File: src/rtl/seq_cla_add_pkg.sv
// Shared types and sizing helpers for the sequential CLA adder controller.
// Optional subtract mode is enabled by defining SEQ_CLA_ADD_CTRL_SUB_EN.
package seq_cla_add_pkg;

    localparam int SLICE_W = 4;

    typedef enum logic [1:0] {
        IDLE = 2'd0,
        RUN  = 2'd1,
        DONE = 2'd2
    } state_t;

    function automatic int calc_nslice(input int width);
        return width / SLICE_W;
    endfunction

    // Index register never collapses to zero bits, even for a single slice.
    function automatic int calc_idx_w(input int width);
        int n;
        n = width / SLICE_W;
        return (n <= 1) ? 1 : $clog2(n);
    endfunction

endpackage

File: src/rtl/cla4_slice.sv
// Combinational 4-bit carry-look-ahead adder slice (generate/propagate form).
module cla4_slice (
    input  logic [3:0] x,
    input  logic [3:0] y,
    input  logic       c0,
    output logic [3:0] s,
    output logic       c4
);

    logic [3:0] g;
    logic [3:0] p;
    logic [4:0] c;

    assign g = x & y;
    assign p = x ^ y;

    assign c[0] = c0;
    assign c[1] = g[0] | (p[0] & c0);
    assign c[2] = g[1] | (p[1] & g[0]) | (p[1] & p[0] & c0);
    assign c[3] = g[2] | (p[2] & g[1]) | (p[2] & p[1] & g[0])
                | (p[2] & p[1] & p[0] & c0);
    assign c[4] = g[3] | (p[3] & g[2]) | (p[3] & p[2] & g[1])
                | (p[3] & p[2] & p[1] & g[0]) | (p[3] & p[2] & p[1] & p[0] & c0);

    assign s  = p ^ c[3:0];
    assign c4 = c[4];

endmodule

File: src/rtl/seq_cla_add_ctrl.sv
// Wide adder that walks one cla4_slice over the operands, one nibble per clock.
// Define SEQ_CLA_ADD_CTRL_SUB_EN to add the 'sub' port (a - b via ~b and carry-in 1).
module seq_cla_add_ctrl
    import seq_cla_add_pkg::*;
#(
    parameter int WIDTH = 16
) (
    input  logic             clk,
    input  logic             rst_n,
    input  logic             in_valid,
    output logic             in_ready,
    input  logic [WIDTH-1:0] a,
    input  logic [WIDTH-1:0] b,
    input  logic             cin,
`ifdef SEQ_CLA_ADD_CTRL_SUB_EN
    input  logic             sub,
`endif
    output logic             out_valid,
    input  logic             out_ready,
    output logic [WIDTH-1:0] sum,
    output logic             cout,
    output logic             busy
);

    localparam int NSLICE = calc_nslice(WIDTH);
    localparam int IDX_W  = calc_idx_w(WIDTH);

    // Handshake: a transfer happens only on an edge where valid and ready are
    // both high; in_valid is ignored outside IDLE, and a result is released
    // only on the out_valid/out_ready edge, never overlapping a new accept.

    state_t           state;
    logic [IDX_W-1:0] idx;
    logic             carry;
    logic [WIDTH-1:0] a_q;
    logic [WIDTH-1:0] b_q;

    logic [SLICE_W-1:0] x;
    logic [SLICE_W-1:0] y;
    logic [SLICE_W-1:0] s;
    logic               c4;

    always_comb begin
        x = '0;
        y = '0;
        for (int k = 0; k < NSLICE; k++) begin
            if (idx == IDX_W'(k)) begin
                x = a_q[k*SLICE_W +: SLICE_W];
                y = b_q[k*SLICE_W +: SLICE_W];
            end
        end
    end

    cla4_slice u_slice (
        .x  (x),
        .y  (y),
        .c0 (carry),
        .s  (s),
        .c4 (c4)
    );

    always_ff @(posedge clk or negedge rst_n) begin
        if (!rst_n) begin
            state     <= IDLE;
            idx       <= '0;
            carry     <= 1'b0;
            a_q       <= '0;
            b_q       <= '0;
            sum       <= '0;
            cout      <= 1'b0;
            in_ready  <= 1'b1;
            out_valid <= 1'b0;
            busy      <= 1'b0;
        end else begin
            case (state)
                IDLE: begin
                    if (in_valid) begin
                        a_q <= a;
`ifdef SEQ_CLA_ADD_CTRL_SUB_EN
                        // Subtract as a + ~b + 1; cin is ignored in that mode.
                        b_q   <= sub ? ~b : b;
                        carry <= sub | cin;
`else
                        b_q   <= b;
                        carry <= cin;
`endif
                        idx      <= '0;
                        state    <= RUN;
                        in_ready <= 1'b0;
                        busy     <= 1'b1;
                    end
                end
                RUN: begin
                    for (int k = 0; k < NSLICE; k++) begin
                        if (idx == IDX_W'(k)) begin
                            sum[k*SLICE_W +: SLICE_W] <= s;
                        end
                    end
                    carry <= c4;
                    if (idx == IDX_W'(NSLICE - 1)) begin
                        cout      <= c4;
                        state     <= DONE;
                        out_valid <= 1'b1;
                    end else begin
                        idx <= idx + 1'b1;
                    end
                end
                DONE: begin
                    if (out_ready) begin
                        state     <= IDLE;
                        out_valid <= 1'b0;
                        in_ready  <= 1'b1;
                        busy      <= 1'b0;
                    end
                end
                default: state <= IDLE;
            endcase
        end
    end

endmodule

File: config.mk
export PLATFORM = sky130hd
export DESIGN_NAME = seq_cla_add_ctrl
export DESIGN_NICKNAME = d
export VERILOG_FILES = /design/src/rtl/seq_cla_add_pkg.sv /design/src/rtl/cla4_slice.sv /design/src/rtl/seq_cla_add_ctrl.sv
export SDC_FILE = /design/constraint.sdc
export NUM_CORES = 1
export LEC_CHECK = 0
export CORE_ASPECT_RATIO = 1.4
export CORE_MARGIN = 2
export CORE_UTILIZATION = 45
export CTS_BUF_LIST = sky130_fd_sc_hd__clkbuf_16
export DETAILED_ROUTE_END_ITERATION = 6
export PLACE_DENSITY_LB_ADDON = 0.08
export SYNTH_ARGS = -nofsm -noshare
export SYNTH_HDL_FRONTEND = slang
export SYNTH_SLANG_ARGS = --single-unit
File: constraint.sdc
create_clock -name clk -period 4.1 [get_ports clk]
set_input_delay 0.41 -clock clk [delete_from_list [all_inputs] [get_ports clk]]
set_output_delay 0.41 -clock clk [all_outputs]
set_load 0.02 [all_outputs]
# After elaboration in Yosys (flattened, before gate mapping)
# Cells that the tools add are included.
# word_totals
regBits,57
inputBits,37
output_inout_bits,20
elab_cells,92
# op_classes
n_addsub,1
eq_ne,9
n_mux,25
bitwise_logic,29
reduce_logical,15
# op_table
cell,n
$mux W4,8
$and A1 B1 Y1,16
$reduce_and A2 Y1,6
$reduce_and A3 Y1,4
$mux W2,5
$or A1 B1 Y1,10
$ne A2 B2 Y1 const B,4
$pmux W1 S2,4
$xor A4 B4 Y4,2
$eq A2 B2 Y1 const B,3
$mux W1,6
$pmux W2 S3,1
$reduce_bool A2 Y1,3
$and A4 B4 Y4,1
$eq A2 B1 Y1 const B,2
$logic_not A2 Y1,2
$pmux W2 S2,1
$add A2 B1 Y2 const B,1

# Longest topological paths before layout
# Gate-level depths: netlist of run 1.
# depth
depth_word,12
ltp_mapped,11
ltp_nobuf,9

# By module
# From an unflattened synthesis of run 1, not the netlist that was laid out.
# unflattened
cells_unflattened,205
hier_area_um2,2771.4
# by_module_without_submodules
module,n_inst,cells_each,area_per_inst_um2,seq_area_each_um2
seq_cla_add_ctrl,1,188,2623.8,1427.6
cla4_slice,1,17,147.6,0.0

# Worst setup path after synthesis of run 1
# Ideal clock, no wire load.
# synth_path
path_kind,register -> register
start,reg idx[0]
end,reg sum[11]
setup_time_ns,0.138
arrival_ns,2.499
required_time_ns,3.962
path_slack_ns,1.464
stages_incl_launch_ff,11
path_buffers,2
period_less_slack_ns,2.636
path_cell_list,dfrtp_1 inv_1 ha_1 clkbuf_2 clkbuf_1 a221oi_1 o31ai_1 ha_1 a21o_1 a311oi_1 o31ai_1
# synth_via
elab_chain_len,11
elab_cells_between_ends,24
classes_between,3 x eq/ne; 8 x mux; 11 x bitwise; 2 x reduce/logical
# synth_lines
element,line,source
from (decl),seq_cla_add_ctrl.sv:33,logic [IDX_W-1:0] idx;
from (signal assigned),seq_cla_add_ctrl.sv:105,idx <= idx + 1'b1;
$logic_not A2 Y1,seq_cla_add_ctrl.sv:47,if (idx == IDX_W'(k)) begin
$mux W4 (4 in a row),seq_cla_add_ctrl.sv:47,
$xor A4 B4 Y4 / $and A4 B4 Y4 (equally long branches),"cla4_slice.sv:15, cla4_slice.sv:14",
"$and A1 B1 Y1, on equally long branches","cla4_slice.sv:20, cla4_slice.sv:21",
$or A1 B1 Y1 (tied with other cells),cla4_slice.sv:20,assign c[3] = g[2] | (p[2] & g[1]) | (p[2] & p[1] & g[0])
$or A1 B1 Y1 / $and A1 B1 Y1 (equally long branches),"cla4_slice.sv:20, cla4_slice.sv:21",
$or A1 B1 Y1,cla4_slice.sv:21,| (p[2] & p[1] & p[0] & c0);
$xor A4 B4 Y4,cla4_slice.sv:25,assign s = p ^ c[3:0];
"to (signal, indexed assignment)",seq_cla_add_ctrl.sv:96,sum[k*SLICE_W +: SLICE_W] <= s;
to (decl),seq_cla_add_ctrl.sv:20,"output logic [WIDTH-1:0] sum,"
# Several ways; a longest one is shown, not always the timed one.
# A chain may end at the register's enable or synchronous reset.

# Worst setup path after layout of run 1
# layout_path
start,reg idx[1]
end,reg sum[3]
# layout_via
elab_chain_len,11
elab_cells_between_ends,24
classes_between,3 x eq/ne; 8 x mux; 11 x bitwise; 2 x reduce/logical
# layout_lines
element,line
$logic_not A2 Y1,"seq_cla_add_ctrl.sv:47, seq_cla_add_ctrl.sv:95"
$mux W4 (4 in a row),seq_cla_add_ctrl.sv:47
$xor A4 B4 Y4 / $and A4 B4 Y4 (equally long branches),"cla4_slice.sv:15, cla4_slice.sv:14"
"$and A1 B1 Y1, on equally long branches","cla4_slice.sv:20, cla4_slice.sv:21"
$or A1 B1 Y1 (tied with other cells),cla4_slice.sv:20
$or A1 B1 Y1 / $and A1 B1 Y1 (equally long branches),"cla4_slice.sv:20, cla4_slice.sv:21"
$or A1 B1 Y1,cla4_slice.sv:21
$xor A4 B4 Y4,cla4_slice.sv:25
# Several ways; a longest one is shown, not always the timed one.

==> run summary, run 1 <==
Run status -> completed
Diodes inserted -> 0
Hold buffers post-CTS -> 0
RePlAce Congestion -> 0.789
Synth top area share -> 49.5%
Cts bufs inserted -> 9
Worst-Margin Slew -> 0.772 ns
Setup violators final -> 0
Tmin final -> 3.09 ns
First-pass GRT wire length -> 9.84 mm
Worst min path class -> in2async
Filler cells -> 539
CP required -> 4.29 ns
Post-synth EDFFs -> 0
Via Count -> 1972
Final Cell Area -> 3690 sq um
Slew margin rel. -> 48.5%
Share of the clock period used by the worst path -> 75.5%
Vias in the first global route -> 1950
Area growth syn-to-layout -> 30.5%
Pwr per Cell Area -> 932 nW/um^2
Wirelength per Cell -> 15.5 um
Die Wd -> 71.0 um
Input/output buffers -> 56
Mapped cell area -> 2830 sq um
Async SR Flop Fraction -> 100%
HPWL Detailed -> 4.03 mm
Initial antenna violation count -> 0
Clock buffer depth -> 2
Final hold viol count -> 0
Remaining DRCs -> 0
Sw frac -> 38.5%
H-tree depth -> 3
P_leak -> 1.57 nW
Skew final -> 0.00469 ns
Via-to-Cell Ratio -> 5.37
Clk slew on worst S/H paths -> 0.05 ns
Clock latency on the worst-skew pair -> 0.32 ns
Top cells by area, synth -> dfrtp_1, mux2_2, ha_1, o31ai_1, nand2_1
Clock root buffer -> clkbuf_16
Post-synth top flop -> dfrtp_1
Psw -> 0.00133 W
Clk sink count -> 57
Post-synthesis sequential area ratio -> 50.4%
Yosys warns -> 0
Logic pwr share -> 49.0%
Synth cell types -> 38
Fmax -> 0.323 GHz
Crit Path Max Fanout -> 17
Syn nets -> 280
Total internal power -> 0.00212 W
Largest area contributor in the netlist -> dfrtp_1
Die area -> 6950 sq um
Arr. time, crit path -> 3.28 ns
Slew Limit Fails -> 0
Synth Register Bits -> 57
Worst setup path class -> reg2reg
CTS tree -> done
Buf/Inv on CP -> 1
Crit path capture type -> flop
Gr ovfl total -> 0
Placed Area -> 3400 sq um
Crit start category -> flop
# IOs -> 57
Initial DRC count -> 133
Die height -> 97.8 um
Clk pwr share -> 20.7%
Slowest CP cell -> ha_1
Final TNS setup -> 0 ns
Max Cap Viol -> 0
Mean Syn Cell Area -> 12.1 sq um
Rows -> 34
RSZ-0062 raised after global routing -> false
Detail Route Antenna Nets -> 0
Largest net degree at the start of global routing -> 58
Worst path max stage delay -> 0.54 ns
Worst vdd ir -> 0.000378 V
Layout cell share with drive strength beyond 1 -> 20.0%
Crit-path cells -> inv_1 -> ha_1 -> and2b_1 -> a221oi_1 -> o31ai_1 -> ha_1 -> a21o_1 -> a311oi_1 -> o31ai_1
Core region area -> 6170 sq um
Flop pwr share -> 30.2%
Fin nets -> 336
CTS resizes -> 0
CP top delay family -> compound AO/OA/AOI/OAI gates
Initial Utilization -> 45.9%
Post-Syn Instances -> 234
Total global-route track usage -> 18.2%
Post-CTS Setup Inserts -> 0
Post-Route WL -> 5.68 mm
Drt pass-1 iters -> 4
final cells by class:
class	count	area, sq um	area share (%)
timing repair buffer	58	571	15.5
clock buffer	9	225	6.10
clock inverter	7	62.6	1.69
sequential	57	1430	38.7
inverter	6	22.5	0.610
tap	72	90.1	2.44
multi-input combinational	158	1290	35.0
power by group through the flow:
| stage | clock, W | sequential (W) | combinational, W |
|---|---|---|---|
| floorplan | 0 | 0.00108 | 0.00120 |
| CTS | 0.000728 | 0.00105 | 0.00170 |
| global placement | 0 | 0.00105 | 0.00167 |
| detailed placement | 0 | 0.00106 | 0.00169 |
| global route | 0.000752 | 0.00108 | 0.00189 |
| finish | 0.000714 | 0.00104 | 0.00169 |
flip-flops by register name, indices dropped and copies added (netlist names):
| register | flops |
|---|---|
| a_q | 16 |
| b_q | 16 |
| sum | 16 |
| idx | 2 |
| state | 2 |
| busy | 1 |
| carry | 1 |
| cout | 1 |
| in_ready | 1 |
| out_valid | 1 |
final timing paths:
check	from	end	slack, ns	cells after the start
setup / recovery	idx[1]	sum[3]	1.01	9
hold / removal	rst_n	busy	0.21	2
setup reg to reg	idx[1]	sum[3]	1.01	9
hold reg to reg	sum[13]	sum[13]	0.47	2
max in group asynchronous	rst_n	sum[7]	3.39	2
min in group clk	sum[13]	sum[13]	0.47	2
cells in the mapped netlist, drive strengths merged (6+ instances only):
master and count:
o21ai 8, inv 6, nand2 23, nand2b 6
buf 9, nor2b 10, a221oi 8, o31ai 13
ha 8, mux2 36, dfrtp 56, and2b 6
a21oi 8
metrics by stage:
stage                     power (W)  setup WS (ns)  hold slack, ns  std cells  utilization, %
after floorplan             0.00227           1.46           0.114        234               -
after global placement      0.00271           1.18           0.461        351            55.2
after detailed placement    0.00275           1.02           0.469        351            55.2
after CTS                   0.00348           1.01           0.260        367            59.9
after global routing        0.00372          0.718           0.289        367            59.9
final                       0.00344           1.01           0.206        367            59.9
cells in the final DEF, fill, tap and decap left out, types with 7 or more instances in the layout:
cell	instances
ha_1	8
dfrtp_1	56
inv_1	7
a221oi_1	8
mux2_2	36
nor2b_1	10
nand2_1	23
a21oi_1	8
clkdlybuf4s50_1	55
clkbuf_16	9
o31ai_1	13
o21ai_0	8
worst register-to-register path: stages, from the launching register on:
cell and delay [ns]:
dfrtp_1 0.42, inv_1 0.09, ha_1 0.54, and2b_1 0.26
a221oi_1 0.27, o31ai_1 0.15, ha_1 0.32, a21o_1 0.23
a311oi_1 0.54, o31ai_1 0.13
cell families after synthesis:
family | after synthesis | share of synthesized area (%)
buffers and inverters | 19 | 3.85
xor gates and xnor gates | 1 | 0.310
and+or+nand+nor | 58 | 12.8
AOI/OAI and AO/OA | 53 | 13.7
adders and majority gates | 9 | 4.24
DFF | 57 | 50.4
muxes | 37 | 14.7
routing by layer:
layer | routed length [um] | share of wire [%] | GRT usage, %
met5 | 0 | 0 | 0
met4 | 150 | 2.6 | 10.0
met3 | 187 | 3.3 | 3.30
met2 | 2830 | 50 | 28.3
met1 | 2510 | 44 | 23.9
(Power assumes the default switching activity.)
==> run 2: changes to the inputs <==
- clock period: 4.1 -> 2.95 ns (I/O delays scaled with it)
==> run summary, run 2 (same netlist as run 1, synthesis figures left out) <==
Run status -> complete, but fails checks
Failing checks -> negative hold slack
H-tree depth -> 3
Crit path capture type -> flop
Slew Limit Fails -> 0
Worst-Margin Slew -> 0.634 ns
Biggest registers after layout -> a_q x16, b_q x16, sum x16
Worst vdd ir -> 0.000588 V
Worst setup path class -> reg2reg
Hold buffers post-CTS -> 0
Tmin final -> 2.67 ns
Initial antenna violation count -> 0
Drt pass-1 iters -> 4
Final Util -> 61.0%
# IOs -> 57
Gr ovfl total -> 0
Crit-path cells -> inv_1 -> ha_1 -> buf_4 -> a221oi_1 -> o31ai_1 -> ha_1 -> and3_1 -> a22o_1 -> o31a_1
HPWL Detailed -> 4.11 mm
Tot Pwr -> 0.00494 W
Diodes inserted -> 0
Arr. time, crit path -> 2.86 ns
Wirelength per Cell -> 15.4 um
Filler cells -> 500
Post-CTS Setup Inserts -> 0
Pre-CTS setup slack -> 0.0918 ns
Detail Route Antenna Nets -> 0
CTS resizes -> 0
First-pass GRT wire length -> 9.72 mm
Die area -> 6950 sq um
Placed Cells -> 356
Footprint of the multi-input gates -> 1310 sq um
Fmax -> 0.374 GHz
Share of the clock period used by the worst path -> 90.6%
Clock latency on the worst-skew pair -> 0.31 ns
P_leak -> 1.61 nW
Worst path max stage delay -> 0.45 ns
Cts bufs inserted -> 9
Worst min path class -> in2async
Clock buffer depth -> 2
Area growth syn-to-layout -> 33.0%
Logic pwr share -> 49.4%
Clk sink count -> 57
Post-Route WL -> 5.72 mm
Skew final -> 0.00804 ns
Clk slew on worst S/H paths -> 0.05 ns
Via-to-Cell Ratio -> 5.32
Final hold viol count -> 4
Fin nets -> 341
RSZ-0062 raised after global routing -> false
Final Worst Setup Slack -> 0.277 ns
Fin cells -> 371
Flop pwr share -> 29.5%
Rows -> 34
Storage cell area -> 1430 sq um
Setup violators final -> 0
Fin Hold WS -> -0.00189 ns
Max Cap Viol -> 0
Launch point of the worst reg-to-reg path -> idx[0]
Final TNS setup -> 0 ns
Sw frac -> 37.6%
Crit Path Max Fanout -> 10
Pwr per Cell Area -> 1310 nW/um^2
Reg2Reg Setup Slack -> 0.28 ns
Crit Reg-Reg Endpoint -> cout
Total global-route track usage -> 18.2%
Initial DRC count -> 100
Input/output buffers -> 56
Total internal power -> 0.00309 W
Psw -> 0.00186 W
Slew margin rel. -> 57.8%
Slowest CP cell -> dfrtp_2
Die height -> 97.8 um
Commonest cells after routing, fill and taps aside -> dfrtp_1, clkdlybuf4s50_1, mux2_2
Clk pwr share -> 21.1%
CTS tree -> done
CP required -> 3.14 ns
Layout cell share with drive strength beyond 1 -> 21.7%
Core region area -> 6170 sq um
Initial Utilization -> 45.9%
Largest net degree at the start of global routing -> 34
Vias in the first global route -> 1967
RePlAce Congestion -> 0.787
Die Wd -> 71.0 um
Via Count -> 1972
Remaining DRCs -> 0
Crit start category -> flop
R2R depth -> 9
Clock root buffer -> clkbuf_16
Crit-path most repeated cell -> ha_1
run 2: changes by cell type in the layout (fill, tap and decap cells not counted), sizes merged:
cell      change
buf           +5
inv           +1
clkinvlp      -2
bufinv        +1
clkinv        -1
run 2: worst max-delay path by stage:
| stage | endpoint | from | slack (ns) |
|---|---|---|---|
| finish | cout | idx[0] | 0.28 |
| global route | sum[7] | idx[0] | 0.06 |
| CTS | sum[15] | idx[1] | 0.08 |
| detailed placement | sum[7] | idx[1] | 0.09 |
| global placement | sum[15] | idx[1] | 0.19 |
| floorplan | sum[11] | idx[0] | 0.31 |
run 2: metal layers:
layer	global-route usage, %	wire (um)	vias up
li1	-	-	974
met1	22.8	2470	950
met2	30.1	2980	43
met3	5.06	192	5
met4	6.10	74	0
met5	0	0	-
run 2: per-stage QoR:
| stage | hold WS, ns | cell area, sq um |
|---|---|---|
| after CTS | 0.0169 | 3740 |
| after global placement | 0.363 | 3440 |
| after global routing | 0.0380 | 3760 |
| after detailed placement | 0.358 | 3440 |
| after floorplan | -0.000591 | 2830 |
| final | -0.00189 | 3760 |
run 2: power groups by stage:
stage / Clock [W] / Sequential, W / Combinational [W]
after global placement: 0 / 0.00147 / 0.00235
after floorplan: 0 / 0.00150 / 0.00166
after detailed placement: 0 / 0.00148 / 0.00239
final: 0.00104 / 0.00146 / 0.00244
after CTS: 0.00106 / 0.00147 / 0.00240
after global routing: 0.00111 / 0.00152 / 0.00269
run 2: cell type report:
cell class                 instances  share of cell area (%)
clock buffer                       9                    5.98
tap                               72                    2.39
timing repair buffer              63                    16.2
clock inverter                     6                    2.03
sequential                        57                    38.0
multi-input combinational        158                    34.9
inverter                           6                   0.598
run 2: worst max-delay path, delay by kind of cell (launching register included):
family          cells  cell delay [ns]
buf+inv             2             0.33
flops               1             0.45
compound gates      4             0.81
fa+ha+maj           2             0.71
simple gates        1             0.23
==> run 3: changes to the inputs <==
- SETUP_SLACK_MARGIN: default -> 0.3
==> run summary, run 3 (same netlist as run 1, synthesis figures left out) <==
Run status -> complete, but fails checks
Failing checks -> negative hold slack
Worst-Margin Slew -> 0.641 ns
Commonest cells after routing, fill and taps aside -> dfrtp_1, clkdlybuf4s50_1, mux2_2
Core region area -> 6170 sq um
Worst min path class -> in2async
Die area -> 6950 sq um
CTS tree -> done
Detail Route Antenna Nets -> 0
P_leak -> 1.69 nW
Biggest registers after layout -> a_q x16, b_q x16, sum x16
Fin Hold WS -> -0.00187 ns
Die height -> 97.8 um
Slew margin rel. -> 57.3%
Arr. time, crit path -> 2.79 ns
Fin cells -> 382
Post-Route WL -> 6.06 mm
Remaining DRCs -> 0
Clk slew on worst S/H paths -> 0.05 ns
Share of the clock period used by the worst path -> 87.9%
Setup violators final -> 0
Rows -> 34
Total global-route track usage -> 18.3%
Worst vdd ir -> 0.000607 V
Top sig layer -> met4
Input/output buffers -> 56
Via Count -> 2030
Wirelength per Cell -> 15.9 um
Initial Utilization -> 45.9%
Area growth syn-to-layout -> 39.7%
Die Wd -> 71.0 um
Layout cell share with drive strength beyond 1 -> 30.3%
Filler cells -> 489
Final TNS setup -> 0 ns
Met2 WL -> 3.21 mm
First-pass GRT wire length -> 9.81 mm
RSZ-0062 raised after global routing -> false
Skew final -> 0.00827 ns
Clk sink count -> 57
Initial antenna violation count -> 0
Fin nets -> 352
Largest net degree at the start of global routing -> 34
Drt pass-1 iters -> 4
Met1 WL -> 2.59 mm
Worst setup path class -> reg2reg
Max Cap Viol -> 0
Fmax -> 0.385 GHz
Clock root buffer -> clkbuf_16
HPWL Detailed -> 4.11 mm
Via-to-Cell Ratio -> 5.31
Crit start category -> flop
Initial DRC count -> 129
Pwr per Cell Area -> 1390 nW/um^2
RePlAce Congestion -> 0.787
Clock latency on the worst-skew pair -> 0.32 ns
Slew Limit Fails -> 0
Final hold viol count -> 4
Tmin final -> 2.59 ns
Clock buffer depth -> 2
Vias in the first global route -> 1985
Crit Path Max Fanout -> 7
Crit path capture type -> flop
Placed Cells -> 356
CP required -> 3.14 ns
Met3 Routed Length -> 185 um
# IOs -> 57
Diodes inserted -> 0
Gr ovfl total -> 0
H-tree depth -> 3
Cts bufs inserted -> 9
[run 3: layer usage]
metal | up-vias | GRT usage [%]
met3 | 6 | 5.06
met2 | 40 | 30.6
li1 | 995 | -
met5 | - | 0
met4 | 0 | 6.10
met1 | 989 | 22.9
[run 3: worst max-delay path, stage by stage (launching register included)]
cell and delay (ns):
dfrtp_1 0.40, inv_2 0.09, ha_4 0.19, clkbuf_4 0.17, buf_4 0.15, a221oi_2 0.28
o31ai_2 0.10, ha_1 0.35, a21o_1 0.22, a22o_4 0.30, o31a_1 0.24
[run 3: stage by stage]
step	cell area [sq um]	utilization [%]	setup WS, ns	total power, W
4_1_cts	3780	61.3	0.309	0.00501
6_report	3950	64.1	0.356	0.00549
3_5_place_dp	3440	55.8	0.0918	0.00386
5_1_grt	3950	64.1	0.252	0.00587
2_1_floorplan	2830	-	0.314	0.00316
3_3_place_gp	3440	55.8	0.193	0.00382
[run 3: path summary, 6_finish.rpt]
check,from,to,slack (ns),depth (start not counted)
setup / recovery,idx[1],cout,0.36,10
hold / removal,rst_n,busy,-0.002,1
setup reg to reg,idx[1],cout,0.36,10
hold reg to reg,sum[9],sum[9],0.47,2
max in group asynchronous,rst_n,idx[0],2.09,2
min in group clk,sum[9],sum[9],0.47,2
[run 3: area by class of cell]
class / count / area (sq um) / area share, %
flip-flops and latches: 57 / 1430 / 36.1
repair buffers: 74 / 691 / 17.5
clock buffers: 9 / 225 / 5.70
clock inverters: 6 / 76.3 / 1.93
inverters: 6 / 22.5 / 0.570
well taps: 72 / 90.1 / 2.28
multi-input cells: 158 / 1420 / 35.9
[run 3: what timing repair did]
action | in CTS | in global routing
buffers inserted | 1 | 10
pin swaps | 0 | 5
gates resized for setup | 6 | 21
endpoints found under the setup margin | 10 | 10
hold buffers | 0 | 0
[run 3: power by group]
part / internal, W / switching [W] / total [W]
Clock: 0.000721 / 0.000324 / 0.00105
Combinational: 0.00152 / 0.00145 / 0.00298
Sequential: 0.00118 / 0.000291 / 0.00147
